===== src/rtl/ps2_kbd_rx_pkg.sv =====
// ---------------------------------------------------------------------------
// ps2_pkg
// Shared types and constants for the PS/2 keyboard receiver.
//   state_t       : frame deserialiser states
//   PS2_*         : set-2 prefix and controller-response byte values
//   is_ctrl_byte  : true for bytes that never form a key event
// ---------------------------------------------------------------------------
package ps2_pkg;

  typedef enum logic [1:0] {
    IDLE   = 2'd0,
    DATA   = 2'd1,
    PARITY = 2'd2,
    STOP   = 2'd3
  } state_t;

  localparam logic [7:0] PS2_EXT    = 8'hE0;  // extended-key prefix
  localparam logic [7:0] PS2_REL    = 8'hF0;  // break (key release) prefix
  localparam logic [7:0] PS2_BAT    = 8'hAA;  // self-test passed
  localparam logic [7:0] PS2_ACK    = 8'hFA;  // command acknowledge
  localparam logic [7:0] PS2_ECHO   = 8'hEE;  // echo response
  localparam logic [7:0] PS2_RESEND = 8'hFE;  // resend request

  // Keyboard responses that carry no key information.
  function automatic logic is_ctrl_byte(input logic [7:0] b);
    return (b == PS2_BAT) || (b == PS2_ACK) || (b == PS2_ECHO) || (b == PS2_RESEND);
  endfunction

endpackage


===== src/rtl/ps2_kbd_rx_if.sv =====
// ---------------------------------------------------------------------------
// ps2_kbd_rx_if
// Result bundle of the PS/2 keyboard receiver.
//   rx_byte/rx_valid          : raw byte stream
//   parity_err/frame_err      : reception error strobes
//   busy                      : frame in progress
//   key_code/key_extended/
//   key_pressed/key_strobe    : decoded key events
// master = receiver (drives), slave = consumer (reads).
// ---------------------------------------------------------------------------
interface ps2_kbd_rx_if;

  logic [7:0] rx_byte;
  logic       rx_valid;
  logic       parity_err;
  logic       frame_err;
  logic       busy;
  logic [7:0] key_code;
  logic       key_extended;
  logic       key_pressed;
  logic       key_strobe;

  modport master (
    output rx_byte, rx_valid, parity_err, frame_err, busy,
           key_code, key_extended, key_pressed, key_strobe
  );

  modport slave (
    input  rx_byte, rx_valid, parity_err, frame_err, busy,
           key_code, key_extended, key_pressed, key_strobe
  );

endinterface


===== src/rtl/ps2_rx_frame.sv =====
// ---------------------------------------------------------------------------
// ps2_rx_frame
// Conditions the asynchronous PS/2 lines and deframes 11-bit device-to-host
// frames (start, 8 data LSB-first, odd parity, stop).
// Ports:
//   clk_sys, reset        : system clock, async active-high reset
//   ps2_clk, ps2_data     : raw PS/2 lines
//   rx_byte               : last good byte (held until the next good frame)
//   rx_valid              : 1-cycle strobe, rx_byte updated
//   parity_err            : 1-cycle strobe, parity check failed
//   frame_err             : 1-cycle strobe, stop bit low or timeout
//   busy                  : frame in progress
// ---------------------------------------------------------------------------
module ps2_rx_frame
  import ps2_pkg::*;
#(
  parameter int FILT_LEN = 8,
  parameter int TIMEOUT  = 50000
) (
  input  logic       clk_sys,
  input  logic       reset,
  input  logic       ps2_clk,
  input  logic       ps2_data,
  output logic [7:0] rx_byte,
  output logic       rx_valid,
  output logic       parity_err,
  output logic       frame_err,
  output logic       busy
);

  localparam logic [7:0]  FILT_MAX = 8'(FILT_LEN - 1);
  localparam logic [15:0] TO_MAX   = 16'(TIMEOUT - 1);

  // Index 0 = clock line, index 1 = data line.
  logic [1:0]      sync_a;
  logic [1:0]      sync_b;
  logic [1:0]      filt;
  logic [1:0][7:0] filt_cnt;
  logic            filt_clk_d;
  logic            fe;
  logic            data_bit;

  // Lines idle high, so the conditioning chain resets to 1 to avoid a
  // phantom falling edge right after reset.
  // NOTE: sequential state is assigned with <= only, so every register samples
  // the pre-edge value of its neighbours regardless of statement order.
  always_ff @(posedge clk_sys or posedge reset) begin
    if (reset) begin
      sync_a     <= 2'b11;
      sync_b     <= 2'b11;
      filt       <= 2'b11;
      filt_cnt   <= '0;
      filt_clk_d <= 1'b1;
    end else begin
      sync_a     <= {ps2_data, ps2_clk};
      sync_b     <= sync_a;
      filt_clk_d <= filt[0];
      // A line changes level only after FILT_LEN consecutive opposite samples.
      for (int i = 0; i < 2; i++) begin
        if (sync_b[i] == filt[i]) begin
          filt_cnt[i] <= '0;
        end else if (filt_cnt[i] == FILT_MAX) begin
          filt[i]     <= sync_b[i];
          filt_cnt[i] <= '0;
        end else begin
          filt_cnt[i] <= filt_cnt[i] + 8'd1;
        end
      end
    end
  end

  assign fe       = filt_clk_d & ~filt[0];
  assign data_bit = filt[1];

  // Frame FSM and datapath.
  state_t      state, state_next;
  logic [7:0]  shift, shift_next;
  logic [2:0]  bit_cnt, bit_cnt_next;
  logic        par_bit, par_bit_next;
  logic [7:0]  byte_next;
  logic        valid_next, perr_next, ferr_next;
  logic [15:0] to_cnt;
  logic        timeout;

  assign timeout = (state != IDLE) && (to_cnt == TO_MAX);

  always_ff @(posedge clk_sys or posedge reset) begin
    if (reset) begin
      state      <= IDLE;
      shift      <= '0;
      bit_cnt    <= '0;
      par_bit    <= 1'b0;
      rx_byte    <= '0;
      rx_valid   <= 1'b0;
      parity_err <= 1'b0;
      frame_err  <= 1'b0;
      busy       <= 1'b0;
    end else begin
      state      <= state_next;
      shift      <= shift_next;
      bit_cnt    <= bit_cnt_next;
      par_bit    <= par_bit_next;
      rx_byte    <= byte_next;
      rx_valid   <= valid_next;
      parity_err <= perr_next;
      frame_err  <= ferr_next;
      busy       <= (state_next != IDLE);
    end
  end

  // NOTE: every signal driven here gets a default first, so no path through
  // the block can leave one unassigned and infer a latch.
  always_comb begin
    state_next   = state;
    shift_next   = shift;
    bit_cnt_next = bit_cnt;
    par_bit_next = par_bit;
    byte_next    = rx_byte;
    valid_next   = 1'b0;
    perr_next    = 1'b0;
    ferr_next    = 1'b0;

    if (timeout) begin
      // A falling edge coinciding with the timeout is dropped.
      state_next = IDLE;
      ferr_next  = 1'b1;
    end else if (fe) begin
      unique case (state)
        IDLE: begin
          // A high data line here is a stray edge, not a start bit.
          if (!data_bit) begin
            state_next   = DATA;
            bit_cnt_next = '0;
          end
        end
        DATA: begin
          shift_next   = {data_bit, shift[7:1]};
          bit_cnt_next = bit_cnt + 3'd1;
          if (bit_cnt == 3'd7) state_next = PARITY;
        end
        PARITY: begin
          par_bit_next = data_bit;
          state_next   = STOP;
        end
        STOP: begin
          state_next = IDLE;
          if (!data_bit) begin
            ferr_next = 1'b1;
          end else if ((^shift ^ par_bit) == 1'b0) begin
            perr_next = 1'b1;
          end else begin
            byte_next  = shift;
            valid_next = 1'b1;
          end
        end
        default: state_next = IDLE;
      endcase
    end
  end

  // Watchdog for a clock that stops mid-frame; idles at 0 between frames.
  always_ff @(posedge clk_sys or posedge reset) begin
    if (reset) begin
      to_cnt <= '0;
    end else if (state == IDLE || fe) begin
      to_cnt <= '0;
    end else if (to_cnt != TO_MAX) begin
      to_cnt <= to_cnt + 16'd1;
    end
  end

endmodule


===== src/rtl/ps2_kbd_rx.sv =====
// ---------------------------------------------------------------------------
// ps2_kbd_rx
// Host-side PS/2 keyboard receiver: raw byte reception plus set-2 prefix
// decoding (E0 = extended, F0 = break) into single key events.
// Ports:
//   clk_sys, reset        : system clock, async active-high reset
//   ps2_clk, ps2_data     : raw PS/2 lines
//   bus (master)          : rx_byte/rx_valid/parity_err/frame_err/busy and
//                           key_code/key_extended/key_pressed/key_strobe
// ---------------------------------------------------------------------------
module ps2_kbd_rx
  import ps2_pkg::*;
#(
  parameter int FILT_LEN = 8,
  parameter int TIMEOUT  = 50000
) (
  input  logic           clk_sys,
  input  logic           reset,
  input  logic           ps2_clk,
  input  logic           ps2_data,
  ps2_kbd_rx_if.master   bus
);

  logic [7:0] rx_byte;
  logic       rx_valid;
  logic       parity_err;
  logic       frame_err;
  logic       busy;

  ps2_rx_frame #(
    .FILT_LEN (FILT_LEN),
    .TIMEOUT  (TIMEOUT)
  ) u_frame (
    .clk_sys    (clk_sys),
    .reset      (reset),
    .ps2_clk    (ps2_clk),
    .ps2_data   (ps2_data),
    .rx_byte    (rx_byte),
    .rx_valid   (rx_valid),
    .parity_err (parity_err),
    .frame_err  (frame_err),
    .busy       (busy)
  );

  // Prefix decoder: prefixes accumulate in the pend flags until a real
  // scancode arrives; a reception error means the sequence is lost.
  logic       ext_pend;
  logic       rel_pend;
  logic [7:0] key_code;
  logic       key_extended;
  logic       key_pressed;
  logic       key_strobe;

  always_ff @(posedge clk_sys or posedge reset) begin
    if (reset) begin
      ext_pend     <= 1'b0;
      rel_pend     <= 1'b0;
      key_code     <= '0;
      key_extended <= 1'b0;
      key_pressed  <= 1'b0;
      key_strobe   <= 1'b0;
    end else begin
      key_strobe <= 1'b0;
      if (rx_valid) begin
        if (rx_byte == PS2_EXT) begin
          ext_pend <= 1'b1;
        end else if (rx_byte == PS2_REL) begin
          rel_pend <= 1'b1;
        end else if (!is_ctrl_byte(rx_byte)) begin
          key_code     <= rx_byte;
          key_extended <= ext_pend;
          key_pressed  <= ~rel_pend;
          key_strobe   <= 1'b1;
          ext_pend     <= 1'b0;
          rel_pend     <= 1'b0;
        end
      end else if (parity_err || frame_err) begin
        ext_pend <= 1'b0;
        rel_pend <= 1'b0;
      end
    end
  end

  assign bus.rx_byte      = rx_byte;
  assign bus.rx_valid     = rx_valid;
  assign bus.parity_err   = parity_err;
  assign bus.frame_err    = frame_err;
  assign bus.busy         = busy;
  assign bus.key_code     = key_code;
  assign bus.key_extended = key_extended;
  assign bus.key_pressed  = key_pressed;
  assign bus.key_strobe   = key_strobe;

endmodule


===== src/flat_wrapper.sv =====
// flat-port wrapper written by rule: the top's interface ports become plain ports
module ps2_kbd_rx_flat import ps2_pkg::*;
#(
  parameter int FILT_LEN = 8,
  parameter int TIMEOUT  = 50000
)
  (clk_sys, reset, ps2_clk, ps2_data, bus_rx_byte, bus_rx_valid, bus_parity_err, bus_frame_err, bus_busy, bus_key_code, bus_key_extended, bus_key_pressed, bus_key_strobe);
  ps2_kbd_rx_if bus_i ();
  input  logic clk_sys;
  input  logic reset;
  input  logic ps2_clk;
  input  logic ps2_data;
  output wire logic [$bits(bus_i.rx_byte)-1:0] bus_rx_byte;
  output wire logic [$bits(bus_i.rx_valid)-1:0] bus_rx_valid;
  output wire logic [$bits(bus_i.parity_err)-1:0] bus_parity_err;
  output wire logic [$bits(bus_i.frame_err)-1:0] bus_frame_err;
  output wire logic [$bits(bus_i.busy)-1:0] bus_busy;
  output wire logic [$bits(bus_i.key_code)-1:0] bus_key_code;
  output wire logic [$bits(bus_i.key_extended)-1:0] bus_key_extended;
  output wire logic [$bits(bus_i.key_pressed)-1:0] bus_key_pressed;
  output wire logic [$bits(bus_i.key_strobe)-1:0] bus_key_strobe;
  assign bus_rx_byte = bus_i.rx_byte;
  assign bus_rx_valid = bus_i.rx_valid;
  assign bus_parity_err = bus_i.parity_err;
  assign bus_frame_err = bus_i.frame_err;
  assign bus_busy = bus_i.busy;
  assign bus_key_code = bus_i.key_code;
  assign bus_key_extended = bus_i.key_extended;
  assign bus_key_pressed = bus_i.key_pressed;
  assign bus_key_strobe = bus_i.key_strobe;
  ps2_kbd_rx #(.FILT_LEN(FILT_LEN), .TIMEOUT(TIMEOUT)) u_core (.clk_sys(clk_sys), .reset(reset), .ps2_clk(ps2_clk), .ps2_data(ps2_data), .bus(bus_i));
endmodule

===== config.mk =====
export PLATFORM = sky130hd
export DESIGN_NAME = ps2_kbd_rx_flat
export DESIGN_NICKNAME = d
export VERILOG_FILES = /design/src/rtl/ps2_kbd_rx_pkg.sv /design/src/rtl/ps2_kbd_rx_if.sv /design/src/rtl/ps2_rx_frame.sv /design/src/rtl/ps2_kbd_rx.sv /design/src/flat_wrapper.sv
export SDC_FILE = /design/constraint.sdc
export NUM_CORES = 1
export LEC_CHECK = 0
export ABC_AREA = 1
export CAP_MARGIN = 0
export CORE_MARGIN = 4
export CORE_UTILIZATION = 35
export DETAILED_ROUTE_END_ITERATION = 10
export GPL_ROUTABILITY_DRIVEN = 0
export HOLD_SLACK_MARGIN = 0.02
export PLACE_DENSITY = 0.57
export SYNTH_ARGS = -nofsm -noshare
export SYNTH_HDL_FRONTEND = slang
export SYNTH_SLANG_ARGS = --single-unit
export TNS_END_PERCENT = 30

===== constraint.sdc =====
create_clock -name clk_sys -period 2.95 [get_ports clk_sys]
set_input_delay 0.4425 -clock clk_sys [delete_from_list [all_inputs] [get_ports clk_sys]]
set_output_delay 0.4425 -clock clk_sys [all_outputs]
set_load 0.05 [all_outputs]

Yosys cells after proc, flatten, opt, wreduce, memory -nomap -nowiden
Cells that the tools add are included.
{"block": "totals", "out_inout_bits": 23, "input_bits": 4, "elab_cells": 119, "ff_bits": 78}
{"block": "classes", "add_sub_neg": 4, "muxes": 39, "n_reduce_logical": 22, "bitwise": 10, "eq_ne": 21}
{"op": "$eq 8x8->1 const B", "count": 6}
{"op": "$mux 16", "count": 2}
{"op": "$mux 8", "count": 4}
{"op": "$mux 1", "count": 26}
{"op": "$add 16x1->16 const B", "count": 1}
{"op": "$add 8x1->8 const B", "count": 2}
{"op": "$eq 16x16->1 const B", "count": 1}
{"op": "$eq 8x3->1 const B", "count": 2}
{"op": "$ne 16x16->1 const B", "count": 1}
{"op": "$reduce_and 3->1", "count": 4}
{"op": "$reduce_bool 2->1", "count": 5}
{"op": "$ne 3x2->1 const B", "count": 3}
{"op": "$mux 2", "count": 4}
{"op": "$not 1->1", "count": 8}
{"op": "$pmux 2 s4", "count": 1}
{"op": "$reduce_and 4->1", "count": 2}
{"op": "$reduce_xor 8->1", "count": 1}
{"op": "$pmux 3 s2", "count": 1}
{"op": "$logic_or 1x1->1", "count": 5}
{"op": "$reduce_and 5->1", "count": 1}
{"op": "$eq 2x2->1 const B", "count": 2}
{"op": "$ne 2x2->1 const B", "count": 2}
{"op": "$reduce_and 2->1", "count": 2}
{"op": "$add 3x1->3 const B", "count": 1}
{"op": "8 further kinds", "count": 9}

Depth between registers and ports, before layout
Gate-level depths: netlist of the first run.
{"block": "logic_depth", "word_depth": 8, "depth_mapped": 11, "depth_no_buf": 11}

Cells and area by module
Synthesis of the first run repeated with hierarchy kept, for this count alone.
{"block": "unflattened", "cells_unflattened": 463, "hier_area_um2": 3962.6}
{"mod": "ps2_rx_frame", "seq_area_each_um2": 1635.3, "cells_each": 371, "area_each_um2": 3275.6, "n_inst": 1}
{"mod": "ps2_kbd_rx", "seq_area_each_um2": 325.3, "cells_each": 92, "area_each_um2": 686.9, "n_inst": 1}

Worst setup path before layout of the first run
No wires, ideal clock.
{"block": "synth_timing", "path_type": "flip-flop to flip-flop", "startpoint": "reg u_core.u_frame.rx_byte[2]", "endpoint": "reg u_core.key_extended, in the netlist u_core.bus.key_extended", "t_arrival_ns": 1.601, "required_time_ns": 2.832, "period_less_slack_ns": 1.719, "n_path_buf": 1, "path_slack_ns": 1.231, "stages_incl_launch_ff": 11, "setup_ns": 0.118, "cell_sequence": "dfrtp_1 inv_1 nand2_1 nand2_1 o31ai_1 nand2_1 nand2_1 buf_2 inv_1 nand2_1 nand2_1"}
{"block": "synth_between", "elab_chain_cells": 6, "elab_cells_between_ends": 13, "cone_classes": "6 x eq/ne; 3 x bitwise; 4 x reduce/logical"}
{"item": "start: declaration", "line": "ps2_rx_frame.sv:24", "source": "output logic [7:0] rx_byte,"}
{"item": "start signal: assignment", "line": "ps2_rx_frame.sv:103", "source": "rx_byte <= byte_next;"}
{"item": "$eq 8x8->1", "line": "ps2_kbd_rx_pkg.sv:26", "source": "return (b == PS2_BAT) || (b == PS2_ACK) || (b == PS2_ECHO) || (b == PS2_RESEND);"}
{"item": "$logic_or 1x1->1 (3 in a row)", "line": "ps2_kbd_rx_pkg.sv:26"}
{"item": "$not 1->1 (no line)"}
{"item": "$reduce_and 4->1 (no line) (*)"}
{"item": "end signal: assignment", "line": "ps2_kbd_rx.sv:71", "source": "key_extended <= ext_pend;"}
{"item": "end: declaration", "line": "ps2_kbd_rx.sv:50", "source": "logic key_extended;"}
Mark *: on every way between the ends. The rest lies on a longest branch, timed or not.
A chain may end at the register's enable or synchronous reset.

Worst setup path in the final report of the first run
{"block": "layout_timing", "startpoint": "reg u_core.u_frame.rx_valid", "endpoint": "out bus_rx_valid"}
{"item": "start: declaration", "line": "ps2_rx_frame.sv:25", "source": "output logic rx_valid,"}
{"item": "start signal: assignment", "line": "ps2_rx_frame.sv:104", "source": "rx_valid <= valid_next;"}
{"item": "end: declaration", "line": "flat_wrapper.sv:14", "source": "output wire logic [$bits(bus_i.rx_valid)-1:0] bus_rx_valid;"}
No word-level cell between the ends.

==> results of run 1 <==
==> power breakdown <==
part	internal [mW]	switching, mW
clock network	0.652	0.409
registers	1.20	0.116
logic	0.183	0.413
total	2.03	0.938
==> per-layer routing <==
metal,vias to the layer above,track usage (%)
met1,1301,15.6
met4,0,4.62
met3,10,2.45
met2,33,19.2
li1,1504,-
met5,-,0
==> logic make-up (layout without fill, tap and decap cells) <==
family,after synthesis,count (layout)
XOR/XNOR,6,6
adder cells (fa/ha/maj),5,5
AND/OR/NAND/NOR,219,219
flip-flops,78,78
AO/OA/AOI/OAI,68,68
buffers and inverters,69,110
==> cells in the final DEF, fill, tap and decap left out, drive strengths merged, types with 12 or more instances in the layout <==
cell,instances
a21oi,14
o21ai,40
inv,66
clkdlybuf4s50,26
nand4,16
dfrtp,71
nand3,24
nor2,48
nor3,12
nand2,114
==> registers in the layout, indices dropped and copies added, names as in the netlist, 3 cells and up <==
register                 flops
u_core.bus.key_code          8
u_core.u_frame.bit_cnt       3
u_core.u_frame.filt_cnt     16
u_core.u_frame.rx_byte       8
u_core.u_frame.shift         8
u_core.u_frame.to_cnt       16
==> layout make-up <==
type / count / area [um^2] / area share (%)
Clock buffer: 9 / 124 / 2.78
Clock inverter: 7 / 145 / 3.25
Inverter: 65 / 246 / 5.53
Multi-Input combinational cell: 298 / 1520 / 34.1
Sequential cell: 78 / 1960 / 44.0
Tap cell: 136 / 170 / 3.81
Timing Repair Buffer: 29 / 295 / 6.62
==> per-stage QoR <==
stage | hold WS, ns | util, % | std cells | area (um^2) | power [mW]
detailed placement | 0.347 | 40.2 | 606 | 4190 | 1.94
global placement | 0.347 | 40.2 | 606 | 4190 | 1.92
CTS | 0.360 | 42.8 | 622 | 4460 | 3.01
global route | 0.367 | 42.8 | 622 | 4460 | 3.17
finish | 0.359 | 42.8 | 622 | 4460 | 2.97
floorplan | 0.345 | - | 445 | 3760 | 1.79
==> path summary, 6_finish.rpt <==
check                                               from                        to  slack [ns]  cells after the start
worst min register to register  u_core.u_frame.sync_a[1]  u_core.u_frame.sync_b[1]        0.36                      0
max in group asynchronous                          reset   u_core.u_frame.shift[6]        1.85                      3
worst max-delay path             u_core.u_frame.rx_valid              bus_rx_valid        0.90                      1
worst max register to register    u_core.u_frame.filt[0]  u_core.u_frame.to_cnt[0]        1.09                      6
min in group asynchronous                          reset  u_core.u_frame.to_cnt[6]        0.47                      2
worst min-delay path            u_core.u_frame.sync_a[1]  u_core.u_frame.sync_b[1]        0.36                      0
==> flow_summary_export.csv, run 1 <==
group,metric,value,unit
sta,skew_final,0.0101,ns
critical_path,criticalPathCategory,"reg -> out",
synthesis,number_of_synthesized_flops_with_an_enable_pin,0,
sta,max_freq,488,MHz
synthesis,postSynth.topFlopCell,"dfrtp_1",
sta,maxSlewHeadroom,61.1,%
synthesis,yosys-top-cells-area,"dfrtp_1 47%, nand2_1 11%, inv_1 6.2%, dfstp_2 4.9%, o21ai_0 4.7%",
power,p_leak,2.08,nW
floorplanning,num_rows,37,
cts,path_clk_slew,0.08,ns
synthesis,synthMuxAreaShare,0,%
critical_path,critical-path-top-delay-family,"buffers and inverters",
sta,post-route-worst-setup-slack,0.902,ns
sta,finalHoldViolCount,0,
floorplanning,dieArea,12500,um^2
placed_design,detailed_place_hpwl,5110,um
detailed_routing,dr_wl_met3,224,um
detailed_routing,routed_length_per_placed_instance,11.2,um
cts,root_buffer,"clkbuf_8",
synthesis,synth.ff_latch_count,78,
sta,timing.final.setup_violations,0,
floorplanning,floorplan.die.width,112,um
critical_path,worstSetupStartpointType,"register",
detailed_routing,drt_iter0_markers,168,
critical_path,critical_path_data_required_time,2.51,ns
floorplanning,ioPinCount,27,
sta,finalCritPeriodShare,69.4,%
critical_path,timing.critical_path.slowest_stage_cell,"clkdlybuf4s50_1",
critical_path,worst-path-max-fanout,6,
synthesis,syn_area_per_cell,8.45,um^2
cts,clkLatencyLatePin,0.35,ns
detailed_routing,detailroute.via_count,2848,
global_routing,grt_pass1_wl,12400,um
cts,cts.sink_count,78,
detailed_routing,drt-met1-wl,3380,um
sta,min_period,2.05,ns
detailed_routing,drt_wl_total,6950,um
placed_design,number_of_input_and_output_port_buffers_inserted,26,
synthesis,netlist_area,3760,um^2
critical_path,timing.critical_path.arrival,1.61,ns
outcome,outcome,"complete, no violations",
detailed_routing,number_of_nets_still_failing_antenna_checks_after_routing,0,
cts,cts_made_buffers,9,
power,peakVddDrop,0.000287,V
flow_run,max_cap_violations,0,
sta,worst_pin_slew,0.583,ns
synthesis,synthDominantAreaCellType,"dfrtp_1",
sta,fin_setup_tns,0,ns
synthesis,postSynthCellCount,445,
sta,rsz_0062_raised_after_global_routing,"false",
cts,post-cts-setup-buffer-count,0,
synthesis,synthDominantCellAreaShare,47.2,%
final_layout,num_antenna_cells,0,
floorplanning,die-height,112,um
critical_path,crit_path_end_kind,"output pin",
final_layout,signed_area_change_from_the_synthesized_netlist_to_the_final_layout,18.6,%
sta,finalMaxSlewViolations,0,
floorplanning,core_area,10400,um^2
floorplanning,initial_core_util,36.1,%
final_layout,final.fill_count,1056,
synthesis,synth.top_cells.by_count,"110 x nand2_1, 71 x dfrtp_1, 62 x inv_1, 44 x nor2_1, 35 x o21ai_0",
cts,cts_buffer_depth,2,
global_routing,number_of_global_route_vias_before_repair,2746,
synthesis,synth-compound-area-share,10.3,%
detailed_routing,route.detailed.drc,0,
cts,cts.hold.buffers_added,0,
synthesis,synth_xor_xnor_area_share,1.40,%
synthesis,synth.yosys.warnings,0,
placed_design,placement.setup.worst_slack,1.09,ns
detailed_routing,length_of_routed_met2_wiring,3240,um
synthesis,synthesis.nets,454,
synthesis,yosysSeqAreaShare,52.1,%
cts,clock_tree.htree_level_count,3,
global_routing,initial_antenna_violation_count,0,
synthesis,synth_async_sr_flop_share,100,%
power,power.density,666,nW/um^2
synthesis,main_combinational_cell_family_by_area_after_synthesis,"simple AND/OR/NAND/NOR gates",
global_routing,grt_overflow,0,
cts,postCtsResizedCells,0,
synthesis,yosys.cell_count.top_type,"nand2_1",
critical_path,critPathBufInv,1,
synthesis,synth_fa_ha_area_share,1.66,%
synthesis,synth.lib_cells_used.distinct,33,
detailed_routing,maxUsedRoutingLayer,"met4",
global_routing,global_route_usage_sum,11.9,%
critical_path,max_stage_delay,0.84,ns
detailed_routing,drt_first_pass_iters,4,
final_layout,finalNetCount,490,
global_routing,grt_start_max_net_pins,29,
detailed_routing,viasPerCell,4.58,
critical_path,crit_path_cell_trace,"clkdlybuf4s50_1",
hold_path,timing.hold.worst.class,"reg -> reg",
final_layout,drive_gt1_share,9.88,%
synthesis,synth_simple_gate_area_share,27.0,%
cts,tritoncts_clock_tree,"yes",
No activity file was read; power rests on OpenSTA's default activity.
==> run 2: changes to the inputs <==
Settings changed: PLACE_DENSITY 0.57 to 0.59.
Clock period 2.95 ns to 1.8 ns, I/O delays scaled along.
==> run 2 against run 1 <==
Final cell count up 0.64%. Worst hold slack worse by 0.13 ns. Clock-buffer cell count up 2. Setup slack worse by 0.83 ns. Critical path depth unchanged. Utilization down 0.22 points. Non-clock buffer count up 4. Routed wire length down 2.1%. Flip-flop and latch count unchanged. Die area unchanged. Critical path type unchanged. Sequential share of layout area up 0.22 points. Clock power up 27%.
==> flow_summary_export.csv, run 2 (synthesis results as in run 1) <==
group,metric,value,unit
flow_run,max_cap_violations,0,
sta,timing.final.setup_violations,0,
cts,cts.hold.buffers_added,0,
final_layout,commonest_non_fill_non_tap_cell_in_the_layout,"nand2_1",
sta,worst_pin_slew,0.509,ns
global_routing,initial_antenna_violation_count,0,
floorplanning,floorplan.die.width,112,um
floorplanning,die-height,112,um
power,peakVddDrop,0.000622,V
critical_path,worstSetupStartpointType,"register",
final_layout,finalNetCount,494,
global_routing,grt_overflow,0,
detailed_routing,viasPerCell,4.64,
sta,rsz_0062_raised_after_global_routing,"false",
detailed_routing,routed_length_per_placed_instance,10.9,um
floorplanning,num_rows,37,
sta,max_freq,580,MHz
cts,tritoncts_clock_tree,"yes",
critical_path,worst-path-max-fanout,1,
final_layout,reg.largest.list,"u_core.u_frame.filt_cnt (16), u_core.u_frame.to_cnt (16)",
critical_path,critPathBufInv,1,
cts,cts_made_buffers,9,
detailed_routing,drt_iter0_markers,85,
cts,clkLatencyLatePin,0.35,ns
cts,cts.sink_count,78,
detailed_routing,detailroute.via_count,2904,
sta,fin_hold_ws,0.234,ns
placed_design,number_of_input_and_output_port_buffers_inserted,26,
detailed_routing,drt_first_pass_iters,4,
power,power.density,1020,nW/um^2
final_layout,num_antenna_cells,0,
cts,cts_buffer_depth,2,
detailed_routing,drt_wl_total,6810,um
sta,finalHoldViolCount,0,
cts,clock_tree.htree_level_count,3,
floorplanning,dieArea,12500,um^2
critical_path,critical_path_data_required_time,1.53,ns
critical_path,timing.critical_path.slowest_stage_cell,"clkdlybuf4s50_1",
sta,finalCritPeriodShare,95.8,%
global_routing,grt_start_max_net_pins,35,
global_routing,number_of_global_route_vias_before_repair,2807,
sta,fin_setup_tns,0,ns
final_layout,drive_gt1_share,12.7,%
global_routing,grt_pass1_wl,12400,um
hold_path,timing.hold.worst.class,"in -> async",
detailed_routing,route.detailed.drc,0,
placed_design,detailed_place_hpwl,5050,um
sta,skew_final,0.0120,ns
sta,min_period,1.72,ns
floorplanning,ioPinCount,27,
critical_path,criticalPathCategory,"reg -> out",
critical_path,crit_path_cell_trace,"clkdlybuf4s50_1",
sta,finalMaxSlewViolations,0,
floorplanning,initial_core_util,36.1,%
critical_path,max_stage_delay,0.79,ns
global_routing,global_route_usage_sum,11.9,%
final_layout,commonest_cells_after_routing_fill_and_taps_aside,"110 x nand2_1, 71 x dfrtp_1, 61 x inv_1, 44 x nor2_1, 35 x o21ai_0",
power,p_leak,2.23,nW
critical_path,critical-path-top-delay-family,"buffers and inverters",
outcome,outcome,"complete, no violations",
critical_path,setup.worst_path.start,"u_core.bus.key_strobe",
critical_path,crit_path_end_kind,"output pin",
final_layout,signed_area_change_from_the_synthesized_netlist_to_the_final_layout,18.0,%
cts,path_clk_slew,0.08,ns
cts,root_buffer,"clkbuf_8",
sta,maxSlewHeadroom,65.7,%
critical_path,r2r_start,"u_core.u_frame.to_cnt[0]",
critical_path,timing.critical_path.arrival,1.45,ns
detailed_routing,number_of_nets_still_failing_antenna_checks_after_routing,0,
floorplanning,core_area,10400,um^2
[run 2: area by class of cell]
class,count,area [um^2]
Tap cell,136,170
Multi-Input combinational cell,298,1530
Clock buffer,11,151
Inverter,65,250
Sequential cell,78,1960
Timing Repair Buffer,33,322
Clock inverter,5,57.6
Fill cell,1067,5980
[run 2: timing repair]
item,CTS,global route
setup buffers,0,0
resized for setup,7,8
setup endpoints to repair,7,7
[run 2: power by group]
group          internal, mW  switching [mW]
clock                 0.714           0.637
combinational         0.350           0.697
sequential             1.96           0.185
total                  3.02            1.52
[run 2: path summary, 6_finish.rpt]
kind | endpoint | slack [ns] | cells past startpoint
setup / recovery | bus_key_strobe | 0.08 | 1
hold / removal | u_core.bus.key_code[6] | 0.23 | 2
setup reg to reg | u_core.u_frame.shift[4] | 0.19 | 10
hold reg to reg | u_core.u_frame.sync_b[1] | 0.36 | 0
max in group asynchronous | u_core.u_frame.sync_b[0] | 1.02 | 3
min in group clk_sys | u_core.u_frame.sync_a[0] | 0.33 | 1
[run 2: through the flow]
stage | worst slack [ns] | power [mW] | utilization, % | instances | cell area (um^2)
6_report | 0.0765 | 4.54 | 42.6 | 626 | 4440
5_1_grt | 0.0214 | 4.92 | 42.6 | 626 | 4440
4_1_cts | 0.00486 | 4.61 | 42.4 | 626 | 4420
3_5_place_dp | 0.151 | 3.22 | 40.5 | 610 | 4220
3_3_place_gp | 0.201 | 3.20 | 40.5 | 610 | 4220
2_1_floorplan | 0.0814 | 2.94 | - | 445 | 3760
[run 2: layer usage]
metal	GRT usage, %	vias to the layer above	share of wire (%)
li1	-	1516	-
met1	15.8	1345	50
met3	3.10	9	3.5
met4	4.14	0	1.6
met2	18.8	34	45
met5	0	-	0
